<file path="config.mk">
export PLATFORM = sky130hd
export DESIGN_NAME = rtype_control_unit
export DESIGN_NICKNAME = d
export VERILOG_FILES = /design/src/rtl/rtype_control_unit_pkg.sv /design/src/rtl/rtype_control_unit_decode.sv /design/src/rtl/rtype_control_unit.sv
export SDC_FILE = /design/constraint.sdc
export NUM_CORES = 1
export LEC_CHECK = 0
export CAP_MARGIN = 10
export CORE_ASPECT_RATIO = 0.6
export CORE_MARGIN = 3
export CORE_UTILIZATION = 42
export CTS_CLUSTER_SIZE = 20
export DETAILED_ROUTE_END_ITERATION = 10
export GPL_TIMING_DRIVEN = 0
export HOLD_SLACK_MARGIN = 0.08
export PLACE_DENSITY = 0.89
export SYNTH_ARGS = -nofsm -noshare
export SYNTH_HDL_FRONTEND = slang
export SYNTH_HIERARCHICAL = 1
export SYNTH_SLANG_ARGS = --single-unit
</file>
<file path="constraint.sdc">
create_clock -name clk -period 3.7 [get_ports clk]
set_clock_uncertainty 0.1 [all_clocks]
set_input_delay 0.74 -clock clk [delete_from_list [all_inputs] [get_ports clk]]
set_output_delay 0.74 -clock clk [all_outputs]
set_load 0.01 [all_outputs]
</file>
<file path="src/rtl/rtype_control_unit_pkg.sv">
// rtype_pkg
// Shared definitions for the R-format control sequencer. It holds the
// following:
//   - the sequencer state encoding
//   - the instruction field positions
//   - the opcode constants
//   - the ALU operation encodings
// No ports: imported by rtype_decode and rtype_control_unit.
package rtype_pkg;

  typedef enum logic [2:0] {
    S_IDLE = 3'd0,
    S_T0   = 3'd1,
    S_T1   = 3'd2,
    S_T2   = 3'd3,
    S_T3   = 3'd4,
    S_T4   = 3'd5,
    S_T5   = 3'd6,
    S_T6   = 3'd7
  } state_e;

  // Instruction fields: opcode[31:27], ra[26:23] (dest), rb[22:19], rc[18:15]
  localparam int OPC_LSB = 27;
  localparam int RA_LSB  = 23;
  localparam int RB_LSB  = 19;
  localparam int RC_LSB  = 15;
  localparam int OPC_W   = 5;
  localparam int REG_W   = 4;

  localparam logic [OPC_W-1:0] OP_ADD = 5'b00011;
  localparam logic [OPC_W-1:0] OP_SUB = 5'b00100;
  localparam logic [OPC_W-1:0] OP_AND = 5'b01001;
  localparam logic [OPC_W-1:0] OP_OR  = 5'b01010;
  localparam logic [OPC_W-1:0] OP_MUL = 5'b01111;
  localparam logic [OPC_W-1:0] OP_DIV = 5'b10000;

  localparam logic [3:0] ALU_NOP = 4'b0000;
  localparam logic [3:0] ALU_AND = 4'b0001;
  localparam logic [3:0] ALU_ADD = 4'b0010;
  localparam logic [3:0] ALU_SUB = 4'b0011;
  localparam logic [3:0] ALU_OR  = 4'b0100;
  localparam logic [3:0] ALU_MUL = 4'b0101;
  localparam logic [3:0] ALU_DIV = 4'b0110;

endpackage

</file>
<file path="src/rtl/rtype_control_unit_decode.sv">
// rtype_decode
// Combinational instruction decoder for the R-format sequencer.
// Ports:
//   ir_i         instruction word
//   alu_op_o     ALU select for the opcode (0 when the opcode is unknown)
//   legal_o      opcode known and ra/rb/rc all below NUM_REGS
//   is_muldiv_o  opcode produces a 64-bit HI/LO result
//   ra/rb/rc_oh_o  one-hot register selects (all-zero when out of range)
module rtype_decode
  import rtype_pkg::*;
#(
  parameter int NUM_REGS = 16,
  parameter int IR_W     = 32
) (
  input  logic [IR_W-1:0]     ir_i,
  output logic [3:0]          alu_op_o,
  output logic                legal_o,
  output logic                is_muldiv_o,
  output logic [NUM_REGS-1:0] ra_oh_o,
  output logic [NUM_REGS-1:0] rb_oh_o,
  output logic [NUM_REGS-1:0] rc_oh_o
);

  logic [OPC_W-1:0] opc;
  logic [REG_W-1:0] ra, rb, rc;
  logic             op_ok;
  logic             unused_ir;

  assign opc = ir_i[OPC_LSB +: OPC_W];
  assign ra  = ir_i[RA_LSB +: REG_W];
  assign rb  = ir_i[RB_LSB +: REG_W];
  assign rc  = ir_i[RC_LSB +: REG_W];
  assign unused_ir = ^ir_i[RC_LSB-1:0];

  always_comb begin
    alu_op_o    = ALU_NOP;
    op_ok       = 1'b1;
    is_muldiv_o = 1'b0;
    case (opc)
      OP_ADD:  alu_op_o = ALU_ADD;
      OP_SUB:  alu_op_o = ALU_SUB;
      OP_AND:  alu_op_o = ALU_AND;
      OP_OR:   alu_op_o = ALU_OR;
      OP_MUL:  begin alu_op_o = ALU_MUL; is_muldiv_o = 1'b1; end
      OP_DIV:  begin alu_op_o = ALU_DIV; is_muldiv_o = 1'b1; end
      default: op_ok = 1'b0;
    endcase
  end

  // A register index >= NUM_REGS matches no bit, so an all-zero select
  // doubles as the out-of-range flag.
  always_comb begin
    ra_oh_o = '0;
    rb_oh_o = '0;
    rc_oh_o = '0;
    for (int i = 0; i < NUM_REGS; i++) begin
      ra_oh_o[i] = (ra == REG_W'(i));
      rb_oh_o[i] = (rb == REG_W'(i));
      rc_oh_o[i] = (rc == REG_W'(i));
    end
  end

  assign legal_o = op_ok & (|ra_oh_o) & (|rb_oh_o) & (|rc_oh_o);

endmodule

</file>
<file path="src/rtl/rtype_control_unit.sv">
// rtype_control_unit
// Control sequencer that fetches and executes R-format ALU instructions
// (add/sub/and/or/mul/div) by strobing the datapath.
// Ports:
//   clk, reset_n        clock, asynchronous active-low reset
//   run                 keep fetching while high
//   mem_ready           memory read data valid this cycle
//   ir                  IR contents from the datapath
//   pc_out..lo_in       datapath strobes
//   gpr_in / gpr_out    one-hot register load / drive selects
//   alu_op              ALU select, valid in T3..T6
//   busy, done, illegal status; instr_count retired-instruction count
module rtype_control_unit
  import rtype_pkg::*;
#(
  parameter int NUM_REGS = 16,
  parameter int IR_W     = 32,
  parameter int COUNT_W  = 16
) (
  input  logic                clk,
  input  logic                reset_n,
  input  logic                run,
  input  logic                mem_ready,
  input  logic [IR_W-1:0]     ir,
  output logic                pc_out,
  output logic                pc_in,
  output logic                inc_pc,
  output logic                mar_in,
  output logic                read,
  output logic                mdr_in,
  output logic                mdr_out,
  output logic                ir_in,
  output logic                y_in,
  output logic                z_in,
  output logic                z_low_out,
  output logic                z_high_out,
  output logic                hi_in,
  output logic                lo_in,
  output logic [NUM_REGS-1:0] gpr_in,
  output logic [NUM_REGS-1:0] gpr_out,
  output logic [3:0]          alu_op,
  output logic                busy,
  output logic                done,
  output logic                illegal,
  output logic [COUNT_W-1:0]  instr_count
);

  state_e               state_q, state_d;
  logic [COUNT_W-1:0]   cnt_q, cnt_d;
  logic [3:0]           dec_alu;
  logic                 dec_legal, dec_muldiv;
  logic [NUM_REGS-1:0]  ra_oh, rb_oh, rc_oh;

  rtype_decode #(.NUM_REGS(NUM_REGS), .IR_W(IR_W)) u_decode (
    .ir_i        (ir),
    .alu_op_o    (dec_alu),
    .legal_o     (dec_legal),
    .is_muldiv_o (dec_muldiv),
    .ra_oh_o     (ra_oh),
    .rb_oh_o     (rb_oh),
    .rc_oh_o     (rc_oh)
  );

  always_comb begin
    state_d = state_q;
    case (state_q)
      S_IDLE: if (run) state_d = S_T0;
      S_T0:   state_d = S_T1;
      S_T1:   if (mem_ready) state_d = S_T2;
      S_T2:   state_d = S_T3;
      S_T3:   state_d = dec_legal ? S_T4 : S_IDLE;
      S_T4:   state_d = S_T5;
      // run is only consulted at the retiring cycle, so dropping it
      // mid-instruction never truncates the instruction.
      S_T5:   state_d = dec_muldiv ? S_T6 : (run ? S_T0 : S_IDLE);
      S_T6:   state_d = run ? S_T0 : S_IDLE;
      default: state_d = S_IDLE;
    endcase
  end

  assign cnt_d = cnt_q + COUNT_W'(done);

  always_ff @(posedge clk or negedge reset_n) begin
    if (!reset_n) begin
      state_q <= S_IDLE;
      cnt_q   <= '0;
    end else begin
      state_q <= state_d;
      cnt_q   <= cnt_d;
    end
  end

  assign instr_count = cnt_q;
  assign busy        = (state_q != S_IDLE);

  // Moore strobe decode. ir is only trusted from T3 on, after the IR load.
  always_comb begin
    pc_out = 1'b0; pc_in = 1'b0; inc_pc = 1'b0; mar_in = 1'b0;
    read = 1'b0; mdr_in = 1'b0; mdr_out = 1'b0; ir_in = 1'b0;
    y_in = 1'b0; z_in = 1'b0; z_low_out = 1'b0; z_high_out = 1'b0;
    hi_in = 1'b0; lo_in = 1'b0;
    gpr_in = '0; gpr_out = '0;
    alu_op = ALU_NOP;
    done = 1'b0; illegal = 1'b0;
    case (state_q)
      S_T0: begin pc_out = 1'b1; mar_in = 1'b1; inc_pc = 1'b1; end
      S_T1: begin read = 1'b1; mdr_in = 1'b1; end
      S_T2: begin mdr_out = 1'b1; ir_in = 1'b1; end
      S_T3: begin
        // An undecodable instruction drives nothing, not even alu_op.
        if (dec_legal) begin
          gpr_out = rb_oh; y_in = 1'b1; alu_op = dec_alu;
        end else begin
          illegal = 1'b1;
        end
      end
      S_T4: begin gpr_out = rc_oh; z_in = 1'b1; alu_op = dec_alu; end
      S_T5: begin
        z_low_out = 1'b1;
        alu_op    = dec_alu;
        if (dec_muldiv) begin
          lo_in = 1'b1;
        end else begin
          gpr_in = ra_oh; done = 1'b1;
        end
      end
      S_T6: begin z_high_out = 1'b1; hi_in = 1'b1; done = 1'b1; alu_op = dec_alu; end
      default: ;
    endcase
  end

endmodule

</file>
---- After elaboration in Yosys (flattened, before gate mapping) ----
Index checks and enable logic that the tools add are counted.
word-level totals
  register bits after elaboration ......... 19
  output and inout port bits .............. 69
  bits of input ports ..................... 36
  logic and storage cells ................. 107
operators by class
  reductions and logical operators ........ 12
  bitwise gates (word level) .............. 3
  muxes and demuxes ....................... 29
  eq/ne operators ......................... 60
  add/sub/neg operators ................... 1
operators with widths
  kind                  count
  $eq A4 B4 Y1 const B  24
  $eq A4 B3 Y1 const B  12
  $mux W16              3
  $reduce_or A16 Y1     3
  $pmux W16 S2          1
  $eq A4 B2 Y1 const B  6
  $pmux W3 S8           1
  $pmux W3 S6           1
  $add A16 B1 Y16       1
  $mux W1               16
  $eq A5 B4 Y1 const B  3
  $eq A3 B3 Y1 const B  4
  $eq A4 B1 Y1 const B  3
  $logic_not A4 Y1      3
  $mux W3               4
  $pmux W4 S2           1
  $eq A3 B2 Y1 const B  2
  $reduce_or A6 Y1      1
  $eq A5 B2 Y1 const B  1
  $eq A5 B3 Y1 const B  1
  $eq A5 B5 Y1 const B  1
  $mux W4               1
  $ne A2 B2 Y1 const B  2
  $and A1 B1 Y1         3
  other kinds (7)       7

---- Longest topological paths before layout ----
  depth after elaboration ................. 8
  mapped depth ............................ 11
  depth with buffers taken out ............ 10

---- Cells and area by module ----
The synthesis kept the hierarchy.
by module, submodules not included
  module              times used  seq. area each (um^2)  cells each  area an instance (um^2)
  rtype_control_unit  1           475.5                  143         1,340.0
  rtype_decode        1           0.0                    92          528.0

---- Worst setup path before layout ----
Ideal clock, no wire load.
  path kind ............................... input-to-output
  from .................................... input port ir[30]
  to ...................................... output port gpr_out[0]
  cell stages on the path ................. 8
  buffers on the path ..................... 2
  path slack .............................. 0.559 ns
  data arrival time ....................... 2.301 ns
  required time ........................... 2.860 ns
  cell sequence ........................... buf_4 -> or3b_1 -> a211oi_2 -> a211o_1 -> nand2_1 -> nor3_4 -> buf_4 -> a22o_1
on the way
  longest elaborated chain between the ends .. 8
  elaborated cells between the ends (all ways) .. 13
  those cells by class .................... 6 x eq/ne; 3 x mux; 3 x bitwise; 1 x reduce/logical
ends and longest elaborated chain
  element                                     line                             text
  from (decl)                                 rtype_control_unit.sv:24         input logic [IR_W-1:0] ir,
  $eq A5 B2 Y1, or another cell as far along  rtype_control_unit_decode.sv:39  case (opc)
  $reduce_or A6 Y1 (no source line) *         --
  $mux W1 *                                   rtype_control_unit_decode.sv:39
  $and A1 B1 Y1 * (3 in series)               rtype_control_unit_decode.sv:63  assign legal_o = op_ok & (|ra_oh_o) & (|rb_oh_o) & (|rc_oh_o);
  net dec_legal                               rtype_control_unit.sv:51         logic dec_legal, dec_muldiv;
  $mux W16 *                                  rtype_control_unit.sv:111        if (dec_legal) begin
  $pmux W16 S2 *                              rtype_control_unit.sv:105        case (state_q)
  to (decl)                                   rtype_control_unit.sv:40         output logic [NUM_REGS-1:0] gpr_out,
Mark *: on every way through the listed nets, which the timed path passes. The rest lies on a longest branch.

---- Worst setup path after layout ----
  from .................................... input port ir[29]
  to ...................................... output port done
on the way
  longest elaborated chain between the ends .. 5
  elaborated cells between the ends (all ways) .. 6
  those cells by class .................... 2 x eq/ne; 3 x mux; 1 x reduce/logical
ends and longest elaborated chain
  element                                              line                             text
  $eq A5 B4 Y1 / $eq A5 B5 Y1 (equally long branches)  rtype_control_unit_decode.sv:39
  $reduce_or A2 Y1 (no source line) *                  --
  $mux W1 *                                            rtype_control_unit_decode.sv:39
  net dec_muldiv                                       rtype_control_unit.sv:51
  $mux W1 *                                            rtype_control_unit.sv:121        if (dec_muldiv) begin
  $pmux W1 S2 *                                        rtype_control_unit.sv:105
  to (decl)                                            rtype_control_unit.sv:43         output logic done,
Marks and branches as above.

==> results.py <==
metrics = {
    "place": {
        "post-place-ws_ns": -0.5842,
        "dp.cells": 381,
        "placed_area_um2": 2804,
        "place_congestion": 0.8724,
        "hpwl_um": 4273,
        "io_buffers": 86,
    },
    "sta": {
        "setup_ws_ns": 0.05373,
        "hold_viol_final": 0,
        "report.final.slew_viol_count": 0,
        "tightestPinTransition_ns": 0.8201,
        "fmax_mhz": 274.3,
        "min_period_ns": 3.646,
        "period_share_pct": 98.55,
        "setup-violations-final": 0,
        "whs_ns": 0.3833,
        "tns_ns": 0,
        "maxSlewHeadroom_pct": 45.16,
    },
    "cells_and_area": {
        "drive_above_1_share_pct": 14.11,
        "finalCoreUtilization_pct": 69.92,
        "syn_to_final_growth_pct": 56.80,
        "finalNetCount": 373,
        "finalInstanceArea_um2": 2929,
        "num_antenna_cells": 0,
        "finalNonFillerCells": 393,
    },
    "flow_run": {
        "maxCapViolations": 0,
    },
    "cts": {
        "tritoncts": "done",
        "root_buffer": "clkbuf_8",
        "cts_hold_buf": 0,
        "cts_made_buffers": 3,
        "cts.sinks": 19,
        "insertion_delay_ns": 0.25,
        "htree_num_levels": 1,
        "clockBufferDepth": 2,
        "clkTransAtPathRegs_ns": 0.07,
    },
    "worst_setup_path": {
        "path_max_fanout": 10,
        "crit_path_start_kind": "input pin",
        "crit_type": "input pin to output pin",
        "cp.arrival_ns": 2.81,
        "cp.required_ns": 2.86,
        "end_kind": "output pin",
    },
    "power": {
        "ir_drop_mv": 0.4711,
        "p_leak_nw": 1.494,
        "p_total_mw": 0.9717,
        "p_per_area_nw_per_um2": 331.7,
    },
    "grt": {
        "grt_pass1_vias": 1928,
        "grt.overflow.total": 0,
        "antenna_found_initial": 0,
        "grt_use_total_pct": 20.96,
        "grt_pass1_wl_um": 9239,
        "grt_max_degree": 20,
    },
    "logic_synthesis": {
        "synth-simple-area-share_pct": 42.60,
        "postSynthAreaPerCell_um2": 7.949,
        "yosys.area_share.adder_pct": 2.009,
        "ys_async_sr_fraction_pct": 100.0,
        "synth_edf_count": 0,
        "synth_area_um2": 1868,
        "synth_fp_nets": 274,
        "synth_xor_xnor_area_share_pct": 8.841,
        "synth_top_family_by_area": "simple AND/OR/NAND/NOR gates",
        "synth_top_flop_cell": "dfrtp_1",
        "synth_compound_area_share_pct": 12.86,
        "synth.distinct_cells": 47,
        "ys_seq_elements": 19,
        "synth_seq_area_share_pct": 25.45,
        "syn_inst": 235,
        "yosysWarnings": 6,
        "synth.area.mux_share_pct": 0.6028,
    },
    "die": {
        "die_h_um": 57.66,
        "rows": 18,
        "core_um2": 4189,
        "start_util_pct": 44.59,
        "ioPinCount": 105,
        "dieArea_um2": 5310,
        "dieWidth_um": 92.10,
    },
    "route": {
        "viasPerCell": 5.242,
        "drc": 0,
        "via_count": 2060,
        "drtAntennaViolNets": 0,
        "wirelength_um": 5786,
        "first_pass_iters": 6,
        "wl_per_cell_um": 14.72,
        "first_iter_violations": 80,
    },
    "min_path": {
        "hp-class": "register to register",
    },
    "status": {
        "outcome": "complete, no violations",
    },
}
## metal layers
metal | wire [um] | up-vias | track usage (%)
li1 | - | 1024 | -
met1 | 2564 | 932 | 28.79
met2 | 2699 | 94 | 34.02
met3 | 460 | 10 | 5.447
met4 | 62 | 0 | 4.017
met5 | 0 | - | 0
## cell usage after synthesis, types with 2 or more instances
master / n / area (um^2)
nor2b_1: 3 / 18.77
nand4_1: 5 / 31.28
nor4_1: 7 / 43.79
inv_1: 4 / 15.01
and3_1: 2 / 12.51
a22o_1: 16 / 140.1
nor3_1: 20 / 100.1
nand3_1: 5 / 25.02
and2_1: 22 / 137.6
conb_1: 2 / 7.510
nand2_1: 14 / 52.55
or3b_1: 2 / 17.52
xnor2_1: 10 / 87.58
a22oi_1: 2 / 15.01
ha_1: 3 / 37.54
dfrtp_1: 19 / 475.5
nor2_1: 34 / 127.6
or3_1: 2 / 12.51
nand2b_1: 13 / 81.33
buf_4: 10 / 75.07
nand3b_1: 3 / 22.52
o21ai_0: 2 / 10.01
xor2_1: 7 / 61.31
buf_2: 3 / 15.01
buf_6: 2 / 22.52
clkbuf_1: 2 / 7.510
## cell usage in the layout (no fill, tap or decap), types with 2 or more instances in the layout
master / n
dlygate4sd2_1: 18
clkdlybuf4s15_1: 2
xnor2_1: 10
nand2b_1: 13
buf_6: 7
xor2_1: 7
inv_1: 4
and2_1: 22
nand3b_1: 3
nor4_1: 7
o21ai_0: 2
a22o_1: 16
clkbuf_8: 3
dlymetal6s2s_1: 10
or3_1: 2
nand4_1: 5
clkdlybuf4s50_1: 52
nor2b_1: 3
buf_4: 13
nand2_1: 13
nor2_1: 34
nor3_1: 19
ha_1: 3
nand3_1: 5
clkbuf_1: 2
buf_2: 8
and3_1: 2
a22oi_1: 2
or3b_1: 2
dfrtp_1: 19
conb_1: 2
## path summary, 6_finish.rpt
check | depth (start not counted) | startpoint | slack (ns) | end
setup reg to reg | 9 | state_q[1] | 1.26 | instr_count[12]
hold / removal | 1 | instr_count[15] | 0.38 | instr_count[15]
max in group asynchronous | 1 | reset_n | 2.13 | instr_count[3]
setup / recovery | 8 | ir[29] | 0.05 | done
min in group asynchronous | 1 | reset_n | 0.86 | instr_count[12]
hold reg to reg | 1 | instr_count[15] | 0.38 | instr_count[15]
## power breakdown
group	switching, mW	internal [mW]	leakage [nW]
clock	0.0636	0.0764	0.0228
combinational	0.253	0.274	1.22
sequential	0.0605	0.245	0.249
## kinds of logic (layout without fill, tap and decap cells)
kind of cell / after synthesis / after routing
AO/OA/AOI/OAI: 29 / 29
XOR/XNOR: 18 / 18
adder cells (fa/ha/maj): 3 / 3
buffers and inverters: 21 / 119
flip-flops: 19 / 19
multiplexers: 1 / 1
other: 2 / 2
AND/OR/NAND/NOR: 142 / 142
## critical path, stage by stage
cell             delay, ns
dlygate4sd2_1         0.26
buf_6                 0.14
or4b_4                0.50
nor2_4                0.14
a41o_4                0.14
nor2_2                0.08
or2_2                 0.32
clkdlybuf4s50_1       0.49
## layout make-up
type	instances	area, um^2
inverters	4	15.01
fillers	357	1260
multi-input cells	195	1275
well taps	60	75.07
repair buffers	94	918.4
plain buffers	17	125.1
flip-flops and latches	19	475.5
clock buffers	4	45.04
## sequential cells by signal (all words and copies together), names as in the netlist
register	flops
instr_count	16
state_q	3
## what timing repair did
| action | CTS | global route |
|---|---|---|
| endpoints found under the setup margin | 38 | 28 |
| pin swaps | 3 | 3 |
| setup buffers | 6 | 1 |
| cloned | 1 | 0 |
| resized for setup | 42 | 16 |
(Power assumes the default switching activity.)
